`src/rtl/parity_reader_pkg.sv`:
```
// Shared types and parity helper for the parity reader and its upstream writer bench.
package parity_reader_pkg;

  typedef enum logic {
    RUN  = 1'b0,
    HALT = 1'b1
  } state_t;

  // Widest {parity, payload} word the helper accepts; narrower words are zero-extended.
  localparam int PAR_MAXW = 64;

  // A word is good when the XOR of all its bits, parity included, is zero.
  // Zero-extension leaves the reduction unchanged.
  function automatic logic parity_ok(input logic [PAR_MAXW-1:0] word);
    return ~(^word);
  endfunction

endpackage

```
`src/rtl/parity_reader_fifo.sv`:
```
// First-word-fall-through buffer: power-of-two depth, wrapping pointers, 0..DEPTH occupancy.
module parity_fifo #(
  parameter int DWIDTH = 10,
  parameter int DEPTH  = 4
) (
  input  logic                       clk,
  input  logic                       rst_n,
  input  logic                       clear,
  input  logic                       push,
  input  logic                       pop,
  input  logic [DWIDTH-1:0]          din,
  output logic [DWIDTH-1:0]          dout,
  output logic                       full,
  output logic                       empty,
  output logic [$clog2(DEPTH):0]     count
);

  localparam int AW = $clog2(DEPTH);

  logic [DEPTH-1:0][DWIDTH-1:0] mem;
  logic [AW-1:0]                wr_ptr, rd_ptr;
  logic                         wr_en, rd_en;

  // A push into a full buffer is only legal when the head leaves the same cycle.
  assign wr_en = push && (!full || pop);
  assign rd_en = pop && !empty;

  assign full  = (count == (AW+1)'(DEPTH));
  assign empty = (count == '0);
  assign dout  = mem[rd_ptr];

  // Storage carries no reset; stale contents are masked by empty.
  always_ff @(posedge clk) begin
    if (wr_en) mem[wr_ptr] <= din;
  end

  // Pointers and occupancy; clear wins over push and pop.
  always_ff @(posedge clk or negedge rst_n) begin
    if (!rst_n) begin
      wr_ptr <= '0;
      rd_ptr <= '0;
      count  <= '0;
    end else if (clear) begin
      wr_ptr <= '0;
      rd_ptr <= '0;
      count  <= '0;
    end else begin
      if (wr_en) wr_ptr <= wr_ptr + AW'(1);
      if (rd_en) rd_ptr <= rd_ptr + AW'(1);
      case ({wr_en, rd_en})
        2'b10:   count <= count + (AW+1)'(1);
        2'b01:   count <= count - (AW+1)'(1);
        default: count <= count;
      endcase
    end
  end

endmodule

```
`src/rtl/parity_reader.sv`:
```
// Parity-checking reader: accepts {parity, payload} words, buffers good payloads,
// counts parity errors and overflow drops, optionally halts on the first error.
module parity_reader
  import parity_reader_pkg::*;
#(
  parameter int DWIDTH      = 10,
  parameter int DEPTH       = 4,
  parameter int CWIDTH      = 4,
  parameter int HALT_ON_ERR = 0
) (
  input  logic              clk,
  input  logic              rst_n,
  input  logic              clear,
  input  logic              load,
  input  logic [DWIDTH:0]   din,
  output logic              m_valid,
  input  logic              m_ready,
  output logic [DWIDTH-1:0] m_data,
  output logic              full,
  output logic              empty,
  output logic [CWIDTH-1:0] err_cnt,
  output logic [CWIDTH-1:0] ovf_cnt,
  output logic              err_pulse,
  output logic              halted
);

  state_t                 state, next_state;
  logic [PAR_MAXW-1:0]    din_ext;
  logic                   good, accept, push, pop, drop, bad;
  logic [$clog2(DEPTH):0] count;

  assign din_ext = PAR_MAXW'(din);
  assign good    = parity_ok(din_ext);

  // Loads only count while running; HALT swallows them without side effects.
  assign accept  = load && (state == RUN);
  assign pop     = m_valid && m_ready;
  assign push    = accept && good && (!full || pop);
  assign drop    = accept && good && full && !pop;
  assign bad     = accept && !good;

  assign m_valid = !empty;
  assign halted  = (state == HALT);

  parity_fifo #(
    .DWIDTH (DWIDTH),
    .DEPTH  (DEPTH)
  ) u_fifo (
    .clk    (clk),
    .rst_n  (rst_n),
    .clear  (clear),
    .push   (push),
    .pop    (pop),
    .din    (din[DWIDTH-1:0]),
    .dout   (m_data),
    .full   (full),
    .empty  (empty),
    .count  (count)
  );

  // State register.
  always_ff @(posedge clk or negedge rst_n) begin
    if (!rst_n) state <= RUN;
    else        state <= next_state;
  end

  // Next state: a bad word halts when enabled; only clear returns to RUN.
  always_comb begin
    next_state = state;
    case (state)
      RUN:     if (bad && (HALT_ON_ERR != 0)) next_state = HALT;
      HALT:    next_state = HALT;
      default: next_state = RUN;
    endcase
    if (clear) next_state = RUN;
  end

  // Saturating error/overflow counters and the one-cycle error pulse.
  always_ff @(posedge clk or negedge rst_n) begin
    if (!rst_n) begin
      err_cnt   <= '0;
      ovf_cnt   <= '0;
      err_pulse <= 1'b0;
    end else if (clear) begin
      err_cnt   <= '0;
      ovf_cnt   <= '0;
      err_pulse <= 1'b0;
    end else begin
      err_pulse <= bad;
      if (bad  && (err_cnt != '1)) err_cnt <= err_cnt + CWIDTH'(1);
      if (drop && (ovf_cnt != '1)) ovf_cnt <= ovf_cnt + CWIDTH'(1);
    end
  end

  // Occupancy is kept for future status ports; fold it so it is not left dangling.
  logic unused_count;
  assign unused_count = ^count;

endmodule
```
`config.mk`:
```
export PLATFORM = sky130hd
export DESIGN_NAME = parity_reader
export DESIGN_NICKNAME = d
export VERILOG_FILES = /design/src/rtl/parity_reader_pkg.sv /design/src/rtl/parity_reader_fifo.sv /design/src/rtl/parity_reader.sv
export SDC_FILE = /design/constraint.sdc
export NUM_CORES = 1
export LEC_CHECK = 0
export CAP_MARGIN = 20
export CORE_ASPECT_RATIO = 0.75
export CORE_MARGIN = 5
export CORE_UTILIZATION = 45
export DETAILED_ROUTE_END_ITERATION = 7
export PLACE_DENSITY = 0.78
export SLEW_MARGIN = 20
export SYNTH_ARGS = -nofsm -noshare
export SYNTH_HDL_FRONTEND = slang
export SYNTH_SLANG_ARGS = --single-unit
```
`constraint.sdc`:
```
create_clock -name clk -period 2.35 [get_ports clk]
set_clock_uncertainty 0.1 [all_clocks]
set_input_delay 0.5875 -clock clk [delete_from_list [all_inputs] [get_ports clk]]
set_output_delay 0.5875 -clock clk [all_outputs]
set_load 0.03 [all_outputs]
```
; Word-level counts from Yosys, hierarchy flattened
; Index checks and enable logic that the tools add are counted.
[totals]
register_bits = 57
inputBits = 16
out_inout_bits = 23
[op_classes]
n_reduce_logical = 23
muxes = 18
n_addsub = 6
n_eq_ne = 5
n_lt_le_gt_ge = 3
n_bitwise = 2
[op_table]
columns = op, count
row1 = XOR reduction 64 bit, 1
row2 = bitwise mux 40 bit, 1
row3 = binary-select mux 10 bit (select 2 bit), 1
row4 = demux 10 bit (select 2 bit), 1
row5 = 2-to-1 mux 10 bit, 2
row6 = 2-to-1 mux 4 bit, 4
row7 = logical AND 1 bit, 12
row8 = adder 4 x 1 -> 4 bit (second input constant), 2
row9 = 2-to-1 mux 2 bit, 4
row10 = inequality test 4 bit (second input constant), 2
row11 = nonzero test 2 bit, 4
row12 = less-than comparator 2 x 3 -> 1 bit (second input constant), 2
row13 = one-hot mux 3 bit (2 select lines), 1
row14 = adder 2 x 1 -> 2 bit (second input constant), 2
row15 = adder 3 x 1 -> 3 bit (second input constant), 1
row16 = == test 3 bit (second input constant), 1
row17 = logical NOT 1 bit, 3
row18 = logical NOT 3 bit, 1
row19 = 2-to-1 mux 1 bit, 3
row20 = 2-to-1 mux 3 bit, 1
row21 = nonzero test 3 bit, 1
row22 = subtractor 3 x 1 -> 3 bit (second input constant), 1
row23 = == test 2 x 1 -> 1 bit (second input constant), 1
row24 = == test 2 bit (second input constant), 1
row25 = 3 further kinds, 4

; Depth between registers and ports, before layout
[logic_depth]
ltp_word = 9
mapped_depth = 9
depth_no_buf = 9

; Hierarchy
; A second synthesis with hierarchy kept.
[unflattened]
cells_unflattened = 182
area_unflattened_um2 = 2625.0
[by_module_without_submodules]
columns = mod, cells_each, instances, area_per_inst_um2, seq_area_each_um2
row1 = parity_fifo, 115, 1, 2009.4, 1376.3
row2 = parity_reader, 67, 1, 615.6, 225.2

; Worst setup path before layout
; OpenSTA, ideal clock, no wires.
[synth_timing]
path_kind = in2reg
startpoint = input port din[4]
endpoint = register u_fifo.count[2]
setup_slack_ps = -340
n_path_buf = 0
arrival_time_ps = 2462
stages = 9
required_ps = 2122
cell_sequence = xnor2_1 > xnor2_1 > xnor3_2 > a21oi_4 > fa_1 > inv_1 > a21oi_1 > a22oi_4 > mux2_1
[synth_between]
elab_chain_len = 8
[synth_rtl]
columns = element, line_no
row1 = start: declaration, parity_reader.sv:15  ; input logic [DWIDTH:0] din,
row2 = XOR reduction 64 bit *, parity_reader_pkg.sv:15  ; return ~(^word);
row3 = NOT 1 bit *, parity_reader_pkg.sv:15
row4 = logical AND 1 bit * (2 in a row), parity_reader.sv:38  ; assign push = accept && good && (!full || pop);
row5 = logical AND 1 bit *, parity_reader_fifo.sv:25  ; assign wr_en = push && (!full || pop);
row6 = == test 2 x 1 -> 1 bit / == test 2 bit (equally long branches), parity_reader_fifo.sv:50  ; case ({wr_en, rd_en})
row7 = one-hot mux 3 bit (2 select lines), parity_reader_fifo.sv:50
row8 = 2-to-1 mux 3 bit, parity_reader_fifo.sv:43  ; end else if (clear) begin
row9 = end signal: assignment, parity_reader_fifo.sv:51  ; 2'b10: count <= count + (AW+1)'(1);
row10 = end signal: assignment, parity_reader_fifo.sv:52  ; 2'b01: count <= count - (AW+1)'(1);
row11 = end signal: assignment, parity_reader_fifo.sv:53  ; default: count <= count;
row12 = end: declaration, parity_reader_fifo.sv:15  ; output logic [$clog2(DEPTH):0] count
; Every way passes the cells marked *; elsewhere a longest branch is shown, timed or not.
; A chain may end at the register's enable or synchronous reset.

; Worst setup path in the final report
[layout_timing]
startpoint = input port din[2]
endpoint = register u_fifo.count[2]
; The elaborated chain is that of the path after synthesis.

==> metrics <==
xor-xnor portion of the synthesized cell area 0.0663; Synth Flop Type edfxtp_1; Setup crit start kind primary input; die area 7100 sq um; Initial Utilization 0.465; Crit Path Class primary input to flip-flop; RSZ-0062 raised after global routing true; Peak Freq 425 MHz; Setup crit end kind flip-flop; Tightest Pin Transition 0.721 ns; CP Max Fanout 2; gpl congestion 0.750; total gr overflow 0; most common cell after layout, fill and taps aside edfxtp_1; final hold vios 0; nets 241; register area 1600 sq um; Post-Synthesis Net Count 177; drt total wl 5.15 mm; worst path arrival time 2.45 ns; initial DRC count 114; Post-synth EDFFs 40; worst vdd ir 0.000413 V; total power 3.35 mW; grt peak-use layer met2; post-synthesis cell type count 32; Reg clk slew, reported paths 0.10 ns; failing checks setup timing; initial antenna violation count 0; Yosys reg bits 56; final worst path period share 1.00; most frequent cells in the layout edfxtp_1 (40), buf_4 (24), dfrtp_1 (15); Post-route DRC 0; Row Count 23; total track usage 0.164; Critical Path RT 2.45 ns; CTS max path bufs 2; CTS HTree Levels 2; Detailed Place HPWL 3.71 mm; # diodes 0; synth warn 0; fin crit period 2.35 ns; Final WS setup -0.00240 ns; Pleak 1.34 nW; Syn Area/Cell 16.1 sq um; port buffer count 37; Synth async-reset ratio 0.286; setup slack at placement -0.868 ns; met1 GRT Util 0.201; area occupied by multi-input gates 958 sq um; register area share after synthesis 0.647; Post-Synthesis Cell Area 2470 sq um; Synth Area in Simple Gates 0.0784; layout cells sized above 1 0.406; Via Count 1,488; Slew Viols, Final 0; CTS tree yes; status finished, violations left; largest net degree at the start of global routing 19; routed length per instance 17.5 um; Clock Latency Late Sink 0.31 ns; Sink Count 56; via-per-instance ratio 5.06; Routed Antenna Nets 0; clock root buffer clkbuf_8; post-synthesis mux area share 0.112; core box area 5320 sq um; global-route met3 utilization 0.0394; I/O pin cnt 39; max_slew headroom 0.518; first-pass detailed-route iteration total 4; largest family of logic cells by synthesized area multiplexers; Post-Syn Instances 154; width of the die 95.6 um; vias in the first global route 1,589; Cell Pwr Density 1000 nW/um^2; fillers 374; Inserted Clock Buffers 5; adder-cell share of the synthesized area 0.0384; die height 74.2 um; met2 GRT Util 0.285; first-pass GRT wire length 8.42 mm; P&R area growth vs syn 35.4%; final setup violation count 1; Synth Area in Compound Gates 0.0344; Hold WC Path Type primary input to flip-flop; Max-cap violations 0
synth_stat cells (4+ instances only):
master / count / area (sq um)
xnor2_1: 12 / 105
inv_1: 4 / 15.0
nand3_1: 5 / 25.0
ha_1: 6 / 75.1
xor2_1: 4 / 35.0
and2_1: 4 / 25.0
dfrtp_1: 16 / 400
mux4_2: 10 / 225
edfxtp_1: 40 / 1200
nor2_1: 13 / 48.8
worst paths after layout:
kind,from,end,slack [ns],cells past startpoint
min reg2reg,ovf_cnt[1],ovf_cnt[1],0.51,2
max reg2reg,u_fifo.count[2],u_fifo.count[2],0.08,8
max,din[2],u_fifo.count[2],-0.002,9
max in group asynchronous,rst_n,u_fifo.rd_ptr[1],1.05,1
min in group asynchronous,rst_n,err_cnt[1],0.60,1
min,din[8],u_fifo.mem[8],0.48,1
power breakdown:
group	leakage [nW]	internal (mW)	switching (mW)
Clock	0.0485	0.214	0.307
Sequential	0.581	1.19	0.0843
Combinational	0.706	0.732	0.823
through the flow:
stage | setup TNS [ns] | hold slack (ns) | cells | area (sq um) | utilization
after CTS | -0.349 | 0.510 | 294 | 3310 | 0.622
final | -0.00240 | 0.479 | 294 | 3350 | 0.629
after global placement | -34.23 | 0.457 | 285 | 3210 | 0.604
after detailed placement | -37.74 | 0.483 | 285 | 3210 | 0.604
after floorplan | -0.336 | 0.192 | 154 | 2530 | -
after global routing | -0.323 | 0.466 | 294 | 3350 | 0.629
sequential cells by signal (all words and copies together), names as in the netlist:
name           cells
u_fifo.count       3
u_fifo.mem        40
u_fifo.rd_ptr      2
err_pulse          1
ovf_cnt            4
u_fifo.wr_ptr      2
err_cnt            4
final cells by class:
class,instances,share of cell area
Tap cell,75,0.0280
Multi-Input combinational cell,87,0.286
Inverter,4,0.00523
Clock inverter,3,0.00672
Timing Repair Buffer,64,0.175
Clock buffer,5,0.0205
Sequential cell,56,0.479
metal layers:
metal  up-vias  routed length (um)
met3         6                 200
met4         0                  81
met1       759                2080
met5         -                   0
li1        688                   -
met2        35                2790
critical path: stages:
cell and delay (ns):
dlygate4sd2_1 0.28, xnor2_2 0.22, xnor3_2 0.40, a21oi_4 0.17, fa_2 0.24, inv_4 0.05
a21oi_4 0.12, a22oi_4 0.07, mux2_4 0.30
timing repair:
| action | in CTS | in global routing |
|---|---|---|
| pin swaps | 8 | 9 |
| setup buffers | 1 | 1 |
| setup endpoints to repair | 65 | 52 |
| hold buffers | 0 | 0 |
| resized for setup | 70 | 45 |
logic make-up (layout without fill, tap and decap cells):
| group | count (synthesis) | after routing |
|---|---|---|
| AO/OA/AOI/OAI | 9 | 9 |
| XOR/XNOR | 17 | 17 |
| adder cells (fa/ha/maj) | 7 | 7 |
| buffers and inverters | 11 | 76 |
| flip-flops | 56 | 56 |
| multiplexers | 15 | 15 |
| other | 1 | 1 |
| AND/OR/NAND/NOR | 38 | 38 |
Note: power is estimated with default switching activity, not from simulation.
